**config.mk**
```make
export PLATFORM = sky130hd
export DESIGN_NAME = mo_line_scheduler
export DESIGN_NICKNAME = d
export VERILOG_FILES = /design/src/rtl/mo_line_scheduler.sv
export SDC_FILE = /design/constraint.sdc
export NUM_CORES = 1
export LEC_CHECK = 0
export CORE_ASPECT_RATIO = 0.5
export CORE_MARGIN = 2
export CORE_UTILIZATION = 43
export CTS_BUF_LIST = sky130_fd_sc_hd__clkbuf_4 sky130_fd_sc_hd__clkbuf_8
export CTS_CLUSTER_DIAMETER = 150
export CTS_CLUSTER_SIZE = 28
export DETAILED_ROUTE_END_ITERATION = 10
export SYNTH_ARGS = -nofsm -noshare
export SYNTH_HDL_FRONTEND = slang
export SYNTH_SLANG_ARGS = --single-unit
export TNS_END_PERCENT = 10
```
**constraint.sdc**
```tcl
create_clock -name CK1 -period 6 [get_ports CK1]
set_input_delay 1.5 -clock CK1 [delete_from_list [all_inputs] [get_ports CK1]]
set_output_delay 1.5 -clock CK1 [all_outputs]
set_load 0.02 [all_outputs]
```
**src/rtl/mo_line_scheduler.sv**
```systemverilog
// rtl/mo_line_scheduler.sv - per-scanline motion-object scheduler with match FIFO
module mo_line_scheduler #(
    parameter int NUM_OBJ      = 32,
    parameter int MAX_PER_LINE = 8
) (
    input  logic       CK1,
    input  logic       RESETn,
    input  logic       HSTART,
    input  logic [7:0] VC,
    input  logic       PLAYER2,
    output logic       OBJ_REQ,
    output logic [4:0] OBJ_ADDR,
    input  logic       OBJ_ACK,
    input  logic [7:0] OBJ_Y,
    input  logic [7:0] OBJ_PIC,
    input  logic [7:0] OBJ_X,
    output logic       Q_VALID,
    input  logic       Q_READY,
    output logic [7:0] Q_PIC,
    output logic [7:0] Q_X,
    output logic [3:0] Q_ROW,
    output logic       BUSY,
    output logic       DONE,
    output logic       OVERFLOW,
    output logic       LATE
);
    localparam int PW = (MAX_PER_LINE > 1) ? $clog2(MAX_PER_LINE) : 1;
    localparam int CW = $clog2(MAX_PER_LINE + 1);
    localparam logic [4:0]    LAST_IDX = 5'(NUM_OBJ - 1);
    localparam logic [PW-1:0] LAST_PTR = PW'(MAX_PER_LINE - 1);
    localparam logic [CW-1:0] FULL_CNT = CW'(MAX_PER_LINE);

    typedef enum logic [1:0] {S_IDLE, S_FETCH, S_EVAL, S_FIN} state_t;

    state_t        state, state_next;
    logic [7:0]    vc_l;
    logic          flip_l;
    logic [4:0]    idx;
    logic [7:0]    y_c, pic_c, x_c;
    logic [19:0]   mem [MAX_PER_LINE];
    logic [PW-1:0] wr_ptr, rd_ptr, rd_next;
    logic [CW-1:0] count;
    logic          overflow, late;
    logic [19:0]   head_q, head_next, push_data;
    logic          start, late_set, capture, push, ovf_set, idx_inc, pop;
    logic [7:0]    sum;
    logic [3:0]    row;
    logic          match, full;

    function automatic logic [PW-1:0] ptr_inc(input logic [PW-1:0] p);
        return (p == LAST_PTR) ? '0 : p + PW'(1);
    endfunction

    // Y is stored complemented, so VC + Y lands in 0xF0..0xFF on the object's 16 rows
    assign sum       = vc_l + y_c;
    assign match     = (sum[7:4] == 4'hF);
    assign row       = sum[3:0] ^ {4{flip_l}};
    assign full      = (count == FULL_CNT);
    assign push_data = {pic_c, x_c, row};

    always_comb begin
        state_next = state;
        start      = 1'b0;
        late_set   = 1'b0;
        capture    = 1'b0;
        push       = 1'b0;
        ovf_set    = 1'b0;
        idx_inc    = 1'b0;
        case (state)
            S_IDLE, S_FIN: begin
                state_next = S_IDLE;
                if (HSTART) begin
                    start      = 1'b1;
                    state_next = S_FETCH;
                end
            end
            S_FETCH: begin
                if (HSTART) begin
                    start    = 1'b1;
                    late_set = 1'b1;
                end else if (OBJ_ACK) begin
                    capture    = 1'b1;
                    state_next = S_EVAL;
                end
            end
            S_EVAL: begin
                if (HSTART) begin
                    start      = 1'b1;
                    late_set   = 1'b1;
                    state_next = S_FETCH;
                end else if (match && full) begin
                    ovf_set    = 1'b1;
                    state_next = S_FIN;
                end else begin
                    push = match;
                    if (idx == LAST_IDX) begin
                        state_next = S_FIN;
                    end else begin
                        idx_inc    = 1'b1;
                        state_next = S_FETCH;
                    end
                end
            end
            default: state_next = S_IDLE;
        endcase
    end

    // A flush on start wins over any pop presented in the same cycle
    assign pop       = (count != '0) && Q_READY && !start;
    assign rd_next   = pop ? ptr_inc(rd_ptr) : rd_ptr;
    assign head_next = (push && (wr_ptr == rd_next)) ? push_data : mem[rd_next];

    always_ff @(posedge CK1 or negedge RESETn) begin
        if (!RESETn) begin
            state <= S_IDLE;
        end else begin
            state <= state_next;
        end
    end

    always_ff @(posedge CK1 or negedge RESETn) begin
        if (!RESETn) begin
            vc_l     <= '0;
            flip_l   <= 1'b0;
            idx      <= '0;
            y_c      <= '0;
            pic_c    <= '0;
            x_c      <= '0;
            wr_ptr   <= '0;
            rd_ptr   <= '0;
            count    <= '0;
            overflow <= 1'b0;
            late     <= 1'b0;
            head_q   <= '0;
        end else if (start) begin
            vc_l     <= VC;
            flip_l   <= PLAYER2;
            idx      <= '0;
            wr_ptr   <= '0;
            rd_ptr   <= '0;
            count    <= '0;
            overflow <= 1'b0;
            late     <= late_set;
        end else begin
            if (capture) begin
                y_c   <= OBJ_Y;
                pic_c <= OBJ_PIC;
                x_c   <= OBJ_X;
            end
            if (idx_inc) idx <= idx + 5'd1;
            if (ovf_set) overflow <= 1'b1;
            if (push) wr_ptr <= ptr_inc(wr_ptr);
            rd_ptr <= rd_next;
            if (push && !pop) begin
                count <= count + CW'(1);
            end else if (pop && !push) begin
                count <= count - CW'(1);
            end
            // Head register only follows the FIFO while it stays non-empty
            if (push || (count > CW'(1)) || ((count == CW'(1)) && !pop)) begin
                head_q <= head_next;
            end
        end
    end

    always_ff @(posedge CK1) begin
        if (push) mem[wr_ptr] <= push_data;
    end

    assign OBJ_REQ              = (state == S_FETCH);
    assign OBJ_ADDR             = OBJ_REQ ? (idx ^ {5{flip_l}}) : 5'd0;
    assign BUSY                 = (state == S_FETCH) || (state == S_EVAL);
    assign DONE                 = (state == S_FIN);
    assign Q_VALID              = (count != '0);
    assign {Q_PIC, Q_X, Q_ROW}  = head_q;
    assign OVERFLOW             = overflow;
    assign LATE                 = late;
endmodule

```
==> results.yml, run 1 <==
run_status:
  outcome: "complete, no violations"
yosys:
  distinct_cell_type_count_after_synthesis: 63
  ys_dominant_reg_cell: "edfxtp_1"
  area_fraction_in_and_or_nand_and_nor_cells_after_synthesis: 0.111
  synth_compound_gate_area_share: 0.0791
  synth_fp_nets: 827
  yosys-top-cells-area: "edfxtp_1 (46%), dfrtp_1 (17%), and3_1 (3.7%), mux2_2 (3.7%), nand3_1 (3.4%)"
  yosysWarningCount: 0
  main_combinational_cell_family_by_area_after_synthesis: "simple AND/OR/NAND/NOR gates"
  yosys.area_share.xor_xnor: 0.0175
  avgSynthCellArea_um2: 13.7
  synth_top_area_frac: 0.456
  synth_fa_ha_area_frac: 0.0245
  synth_area_um2: 10500
  synthCells: 769
  muxShareOfSynthArea: 0.110
  synth.ff_latch_count: 232
  synth-async-reset-ratio: 0.310
  synth_sequential_area_ratio: 0.627
  number_of_enable_flip_flop_cells_after_synthesis: 160
  synth_top_cell_by_area: "edfxtp_1"
global_route:
  grt-ovfl-total: 0
  globalRouteTotalUtil: 0.191
  grt_antenna_before_repair: 0
  grt_pass1_vias: 6424
  grt_first_pass_wirelength_mm: 37.8
  grt_max_degree: 73
setup_path:
  path_class: "in -> reg"
  worst_reg_to_reg_cells: 9
  endpoint_kind: "flip-flop"
  critical_path_peak_fanout: 14
  crit_path_start_kind: "input pin"
  crit_arrival_ps: 4660
  worst-endpoint-required_ps: 6430
floorplan:
  num_io_pins: 69
  die-width_um: 225
  die_area_um2: 25800
  floorplan.rows: 40
  core_footprint_um2: 24000
  floorplan.initialDensity: 0.439
  overall_die_height_um: 115
job:
  timing.max_cap.violations: 0
sta:
  fin_setup_tns_ps: 0
  timing.final.max_slew_violations: 0
  tightest_slew_ps: 1030
  layout_min_cycle_time_ps: 4230
  setup_viol: 0
  hold_ws_ps: 527
  fmax_ghz: 0.236
  grt_setup_unrepaired: "no"
  slew-limit-headroom: 0.310
  final_min_period_over_clock_period: 0.706
  hold_viol: 0
  fin_worst_skew_ps: 48.9
final_layout:
  layout.cells.most_common: "edfxtp_1"
  number_of_nets_in_the_layout: 887
  diode_insertion_count_for_antenna_repair: 0
  post_synthesis_to_final_layout_area_growth_pct: 12.6
  layout.cells.most_common_list: "edfxtp_1 (160), dfrtp_1 (72), nand3_1 (71)"
  post_route_cells_drive_above_1_share: 0.158
clocking:
  clk_latency_ps: 530
  post_cts_resized: 0
  cts_hold_buf: 0
  cts_buffers: 12
  cts_num_sinks: 232
  worst_setup_hold_path_clk_slew_ps: 150
  clock_tree_from_tritoncts: "yes"
  post_cts_buffers: 0
  buffer_cell_driving_the_clock_tree_root: "clkbuf_8"
  cts_buffer_depth: 3
  ctsHtreeMaxLevel: 1
pwr:
  total_leakage_power_nw: 4.47
  irDropWorstVdd_v: 0.000187
  power-per-cell-area_nw_per_um2: 391
drt:
  detailedRoute.firstPassIterationCount: 7
  route.layer.met1.wl_mm: 11.7
  detailed_router_s_first_iteration_violation_count: 615
  vias_per_cell: 5.62
  routed-wl-met2_mm: 10.9
  wirelength_mm: 24.1
  drc: 0
  wl_met3_mm: 1.23
  wire_per_inst_um: 20.9
  drtAntennaViolNets: 0
  via_count: 6466
  highest_layer: "met4"
hold_path:
  min_path_type: "reg -> reg"
  hold_depth: 1
placement:
  routability_cong: 0.838
  placement.io_buffers: 68
  detailed_place_hpwl_mm: 15.3
==> path summary, 6_finish.rpt <==
check,startpoint,endpoint,slack [ps]
max,HSTART,head_q[5]$_DFFE_PN0P_,1770
min,y_c[4]$_DFFE_PN0P_,y_c[4]$_DFFE_PN0P_,530
max reg2reg,vc_l[1]$_DFFE_PN0P_,head_q[5]$_DFFE_PN0P_,2200
min reg2reg,y_c[4]$_DFFE_PN0P_,y_c[4]$_DFFE_PN0P_,530
max in group asynchronous,RESETn,y_c[5]$_DFFE_PN0P_,4240
min in group asynchronous,RESETn,idx[2]$_DFFE_PN0P_,1090
==> cells in the mapped netlist, types with 3 or more instances <==
| master | n |
|---|---|
| a2111oi_0 | 20 |
| a21oi_1 | 14 |
| and2_1 | 6 |
| and3_1 | 63 |
| buf_1 | 5 |
| buf_2 | 18 |
| buf_4 | 3 |
| buf_6 | 6 |
| clkbuf_1 | 19 |
| dfrtp_1 | 72 |
| edfxtp_1 | 160 |
| ha_1 | 19 |
| inv_1 | 11 |
| mux2_1 | 19 |
| mux2_2 | 35 |
| mux2_4 | 20 |
| mux2i_1 | 25 |
| nand2_1 | 17 |
| nand3_1 | 71 |
| nor2_1 | 18 |
| nor3_1 | 7 |
| nor3_2 | 3 |
| nor4_1 | 3 |
| o21ai_0 | 47 |
| o21ai_1 | 22 |
| o22ai_1 | 3 |
| xnor2_1 | 8 |
| xor2_1 | 13 |
==> layout make-up <==
type / instances / area, um^2
clock buffers: 19 / 224
clock inverters: 1 / 20.0
fillers: 2101 / 12200
inverters: 13 / 51.3
multi-input cells: 473 / 3670
flip-flops and latches: 232 / 6610
well taps: 315 / 394
repair buffers: 97 / 896
==> power by group <==
group / total, mW / leakage (nW) / internal (mW) / switching, mW
sequential: 2.35 / 2.32 / 2.10 / 0.254
clock: 0.732 / 0.131 / 0.250 / 0.482
combinational: 1.56 / 2.02 / 0.731 / 0.827
==> metrics by stage <==
| stage | area, um^2 | util | power (mW) | setup WS, ps | instances |
|---|---|---|---|---|---|
| detailed placement | 11600 | 0.484 | 3.95 | 1210 | 1130 |
| finish | 11900 | 0.494 | 4.64 | 1770 | 1150 |
| floorplan | 10500 | - | 3.36 | 958 | 769 |
| global route | 11900 | 0.494 | 4.88 | 1580 | 1150 |
| CTS | 11900 | 0.494 | 4.67 | 1780 | 1150 |
| global placement | 11600 | 0.484 | 3.92 | 1250 | 1130 |
==> cells by family after synthesis <==
| kind of cell | count (synthesis) |
|---|---|
| XOR/XNOR | 21 |
| adder cells (fa/ha/maj) | 20 |
| AND/OR/NAND/NOR | 207 |
| flip-flops | 232 |
| AO/OA/AOI/OAI | 126 |
| buffers and inverters | 64 |
| multiplexers | 99 |
==> metal layers <==
| layer | track usage | vias up |
|---|---|---|
| met5 | 0 | - |
| met1 | 0.288 | 3267 |
| met4 | 0.0300 | 0 |
| met3 | 0.0272 | 20 |
| met2 | 0.299 | 158 |
| li1 | - | 3021 |
==> registers in the layout, indices dropped and copies added (netlist names) <==
name	cells
flip_l	1
y_c	8
LATE	1
vc_l	8
count	4
state	2
x_c	8
wr_ptr	3
mem	160
head_q	20
pic_c	8
idx	5
rd_ptr	3
OVERFLOW	1
==> worst max-delay path: stages <==
cell,delay (ps)
clkdlybuf4s50_1,670
inv_1,320
nand3_1,280
or2_1,500
a31oi_4,670
buf_4,380
mux2_4,330
Power figures use the tool's default switching activity.
==> run 2: changes to the inputs <==
==> constraint.sdc (replaced) <==
create_clock -name CK1 -period 4.18 [get_ports CK1]
set_input_delay 1.045 -clock CK1 [delete_from_list [all_inputs] [get_ports CK1]]
set_output_delay 1.045 -clock CK1 [all_outputs]
set_load 0.02 [all_outputs]
==> results.yml, run 2 (synthesized netlist as in run 1, its figures left out) <==
run_status:
  outcome: "complete, no violations"
drt:
  drtAntennaViolNets: 0
  detailedRoute.firstPassIterationCount: 5
  wire_per_inst_um: 21.2
  drc: 0
  route.layer.met1.wl_mm: 12.4
  via_count: 6619
  detailed_router_s_first_iteration_violation_count: 461
  vias_per_cell: 5.71
  highest_layer: "met4"
  wl_met3_um: 844
  wirelength_mm: 24.6
  routed-wl-met2_mm: 11.1
clocking:
  worst_setup_hold_path_clk_slew_ps: 170
  cts_buffer_depth: 3
  post_cts_buffers: 0
  clock_tree_from_tritoncts: "yes"
  post_cts_resized: 0
  cts_hold_buf: 0
  cts_buffers: 12
  ctsHtreeMaxLevel: 1
  buffer_cell_driving_the_clock_tree_root: "clkbuf_8"
  cts_num_sinks: 232
  clk_latency_ps: 530
sta:
  hold_ws_ps: 528
  fin_setup_tns_ps: 0
  setup_viol: 0
  hold_viol: 0
  tightest_slew_ps: 1010
  slew-limit-headroom: 0.327
  fmax_ghz: 0.282
  layout_min_cycle_time_ps: 3540
  final_critical_path_setup_slack_ps: 637
  grt_setup_unrepaired: "no"
  final_min_period_over_clock_period: 0.848
  fin_worst_skew_ps: 42.5
  timing.final.max_slew_violations: 0
placement:
  preCtsSetupSlack_ps: 367
  routability_cong: 0.833
  placed_standard_cell_area_um2: 11800
  cell_count_post_placement: 1141
  placement.io_buffers: 68
  detailed_place_hpwl_mm: 15.4
setup_path:
  endpoint_kind: "primary output"
  critical_path_peak_fanout: 10
  path_class: "reg -> out"
  crit_arrival_ps: 2500
  crit_path_start_kind: "flip-flop"
  worst-endpoint-required_ps: 3130
pwr:
  power-per-cell-area_nw_per_um2: 556
  report.power.total_mw: 6.67
  total_leakage_power_nw: 4.54
  irDropWorstVdd_v: 0.000267
global_route:
  globalRouteTotalUtil: 0.199
  grt_first_pass_wirelength_mm: 39.5
  grt_max_degree: 73
  grt_pass1_vias: 6626
  grt_antenna_before_repair: 0
  grt-ovfl-total: 0
floorplan:
  floorplan.initialDensity: 0.439
  floorplan.rows: 40
  die_area_um2: 25800
  die-width_um: 225
  overall_die_height_um: 115
  core_footprint_um2: 24000
  num_io_pins: 69
final_layout:
  fin_util: 0.500
  largest_register: "mem"
  fin_cells: 1160
  number_of_nets_in_the_layout: 898
  fillerInstances: 2063
  post_synthesis_to_final_layout_area_growth_pct: 14.0
  multiInputGateArea_um2: 3680
  sequential_cell_area_um2: 6610
  post_route_cells_drive_above_1_share: 0.168
  largest_register_ff_count: 160
  largestRegisters: "mem x160, head_q x20"
  layout.cells.most_common_list: "edfxtp_1 (160), dfrtp_1 (72), nand3_1 (71)"
  diode_insertion_count_for_antenna_repair: 0
  finalInstanceArea_um2: 12000
  layout.cells.most_common: "edfxtp_1"
job:
  timing.max_cap.violations: 0
hold_path:
  min_path_type: "reg -> reg"
[run 2: cell types whose count changed in the layout (fill, tap and decap cells not counted)]
cell / before / now
buf_4: 30 / 36
buf_12: 0 / 5
clkbuf_4: 6 / 5
nor4b_2: 2 / 1
nor4b_4: 0 / 1
[run 2: area by class of cell]
type | instances | share of cell area
Clock buffer | 18 | 0.0180
Clock inverter | 1 | 0.00167
Inverter | 13 | 0.00427
Multi-Input combinational cell | 473 | 0.306
Sequential cell | 232 | 0.550
Tap cell | 315 | 0.0328
Timing Repair Buffer | 108 | 0.0867
[run 2: critical path, stage by stage (launching register included)]
cell and delay (ps):
dfrtp_1 480, inv_1 120, ha_1 230, nor3b_4 430
inv_4 140, clkdlybuf4s50_1 570
[run 2: path summary, 6_finish.rpt]
path	startpoint	endpoint	slack (ps)	cells after the start
hold / removal	LATE$_DFFE_PN0P_	LATE$_DFFE_PN0P_	530	1
min in group asynchronous	RESETn	idx[1]$_DFFE_PN0P_	650	1
max in group asynchronous	RESETn	vc_l[7]$_DFFE_PN0P_	2850	1
setup reg to reg	vc_l[0]$_DFFE_PN0P_	mem[2][19]$_DFFE_PP_	820	9
hold reg to reg	LATE$_DFFE_PN0P_	LATE$_DFFE_PN0P_	530	1
setup / recovery	count[1]$_DFFE_PN0P_	Q_VALID	640	5
[run 2: routing by layer]
layer | track usage | up-vias
met5 | 0 | -
met4 | 0.0340 | 0
met3 | 0.0200 | 22
met2 | 0.311 | 139
met1 | 0.306 | 3412
li1 | - | 3046
[run 2: power by group]
part	internal (mW)	switching, mW
combinational	1.07	1.18
clock	0.348	0.693
sequential	3.01	0.374
total	4.43	2.24
==> run 3: changes to the inputs <==
==> constraint.sdc (replaced) <==
create_clock -name CK1 -period 2.85 [get_ports CK1]
set_input_delay 0.7125 -clock CK1 [delete_from_list [all_inputs] [get_ports CK1]]
set_output_delay 0.7125 -clock CK1 [all_outputs]
set_load 0.02 [all_outputs]
==> results.yml, run 3 (synthesized netlist as in run 1, its figures left out) <==
run_status:
  outcome: "complete, but fails checks"
  failed_checks: "setup timing"
job:
  timing.max_cap.violations: 0
setup_path:
  crit_path_end: "head_q[15]$_DFFE_PN0P_"
  path_class: "reg -> reg"
  crit_path_start_kind: "flip-flop"
  critical_path_peak_fanout: 6
  launch_point_of_the_worst_reg_to_reg_path: "y_c[4]$_DFFE_PN0P_"
  reg2reg_to: "head_q[15]$_DFFE_PN0P_"
  crit_chain: "ha_1 > inv_2 > or4_4 > o311ai_4 > o211ai_4 > or2_4 > buf_12 > a31oi_4 > buf_12 > clkbuf_16 > mux2_4"
  timing.reg2reg.setup_slack_ps: -70
  slowest_delay_ps: 550
  worst_reg_to_reg_cells: 11
  crit_arrival_ps: 3360
  worst-endpoint-required_ps: 3300
  critical_path.slowest_cell: "or4_4"
  first_element_of_the_critical_path: "y_c[4]$_DFFE_PN0P_"
  critical_path.most_common_cell: "buf_12"
  endpoint_kind: "flip-flop"
sta:
  tightest_slew_ps: 788
  hold_viol: 0
  timing.final.max_slew_violations: 0
  hold_ws_ps: 136
  fin_setup_tns_ps: -2230
  slew-limit-headroom: 0.471
  grt_setup_unrepaired: "yes"
  final_min_period_over_clock_period: 1.02
  setup_viol: 64
  fmax_ghz: 0.343
  final_critical_path_setup_slack_ps: -67.3
  fin_worst_skew_ps: 48.9
  layout_min_cycle_time_ps: 2920
final_layout:
  diode_insertion_count_for_antenna_repair: 0
  largestRegisters: "mem x160, head_q x20"
  post_route_cells_drive_above_1_share: 0.276
  number_of_nets_in_the_layout: 984
  layout.cells.most_common_list: "edfxtp_1 (160), buf_4 (89), dfrtp_1 (70), nand3_1 (70), and3_1 (63)"
  fillerInstances: 1971
  largest_register_ff_count: 160
  largest_register: "mem"
  layout.cells.most_common: "edfxtp_1"
  post_synthesis_to_final_layout_area_growth_pct: 26.2
drt:
  wire_per_inst_um: 21.3
  detailedRoute.firstPassIterationCount: 5
  drtAntennaViolNets: 0
  drc: 0
  via_count: 6991
  vias_per_cell: 5.61
  wirelength_mm: 26.6
  detailed_router_s_first_iteration_violation_count: 667
global_route:
  grt_antenna_before_repair: 0
  grt_pass1_vias: 6745
  grt-ovfl-total: 0
  global_route_met1_usage: 0.305
  globalRouteTotalUtil: 0.204
  grt_max_degree: 38
  busiest_layer: "met2"
  grtUsageMet3: 0.0336
  grtUsageMet2: 0.317
  grt_first_pass_wirelength_mm: 40.0
pwr:
  total_leakage_power_nw: 5.20
  irDropWorstVdd_v: 0.000477
  power-per-cell-area_nw_per_um2: 806
clocking:
  ctsHtreeMaxLevel: 1
  cts_hold_buf: 0
  worst_setup_hold_path_clk_slew_ps: 180
  clk_latency_ps: 550
  cts_buffers: 12
  buffer_cell_driving_the_clock_tree_root: "clkbuf_8"
  cts_buffer_depth: 3
  cts_num_sinks: 232
  clock_tree_from_tritoncts: "yes"
floorplan:
  die_area_um2: 25800
  core_footprint_um2: 24000
  num_io_pins: 69
  die-width_um: 225
  overall_die_height_um: 115
  floorplan.initialDensity: 0.439
  floorplan.rows: 40
hold_path:
  min_path_type: "in -> async"
placement:
  detailed_place_hpwl_mm: 16.7
  preCtsSetupSlack_ps: -428
  placement.io_buffers: 68
  routability_cong: 0.846
## run 3: cell types whose count changed in the layout (fill, tap and decap cells not counted), moves of 7 or more
cell and change:
buf_12 +20, buf_4 +53, clkdlybuf4s50_1 -7, ha_1 -7
mux2_1 -7, mux2_4 +8
## run 3: final cells by class
| cell class | instances | area [um^2] | share of cell area |
|---|---|---|---|
| clock inverter | 1 | 20.0 | 0.00151 |
| inverter | 13 | 51.3 | 0.00386 |
| sequential | 232 | 6610 | 0.497 |
| multi-input combinational | 473 | 3910 | 0.294 |
| clock buffer | 19 | 224 | 0.0169 |
| timing repair buffer | 194 | 2080 | 0.157 |
| tap | 315 | 394 | 0.0297 |
## run 3: worst min-delay path by stage
stage                      endpoint  depth (start not counted)  slack, ps                  from
2_1_floorplan      LATE$_DFFE_PN0P_                          0        420                RESETn
3_3_place_gp   OVERFLOW$_DFFE_PN0P_                          2        490  OVERFLOW$_DFFE_PN0P_
3_5_place_dp   OVERFLOW$_DFFE_PN0P_                          2        490  OVERFLOW$_DFFE_PN0P_
4_1_cts        state[0]$_DFFE_PN0P_                          1        160                RESETn
5_1_grt        state[0]$_DFFE_PN0P_                          1        150                RESETn
6_report       state[0]$_DFFE_PN0P_                          1        140                RESETn
## run 3: power by group
group          internal (mW)  switching (mW)
combinational           2.24            1.93
clock                  0.525            1.05
sequential              4.41           0.561
## run 3: timing repair
action | in CTS | in global routing
endpoints found under the setup margin | 187 | 184
setup buffers | 8 | 8
gates resized for setup | 24 | 36
gates cloned | 2 | 5
pin swaps | 5 | 10
## run 3: per-stage QoR
stage                util  total power [mW]  cell area (um^2)  std cells
floorplan               -              7.07             10600        769
global placement    0.521              8.66             12500       1204
detailed placement  0.521              8.74             12500       1204
CTS                 0.541              10.5             13000       1234
global route        0.553              11.2             13300       1247
finish              0.553              10.7             13300       1247
## run 3: worst max-delay path: cells and delay by family, from the launching register on
family / cells / cell delay (ps)
flip-flops: 1 / 420
AND/OR/NAND/NOR: 2 / 820
AO/OA/AOI/OAI: 3 / 420
buffers and inverters: 4 / 530
multiplexers: 1 / 300
adder cells (fa/ha/maj): 1 / 330
## run 3: per-layer routing
metal / vias to the layer above / routed length (um)
met2: 196 / 11900
met4: 0 / 343
met1: 3531 / 12800
met5: - / 0
li1: 3236 / -
met3: 28 / 1460
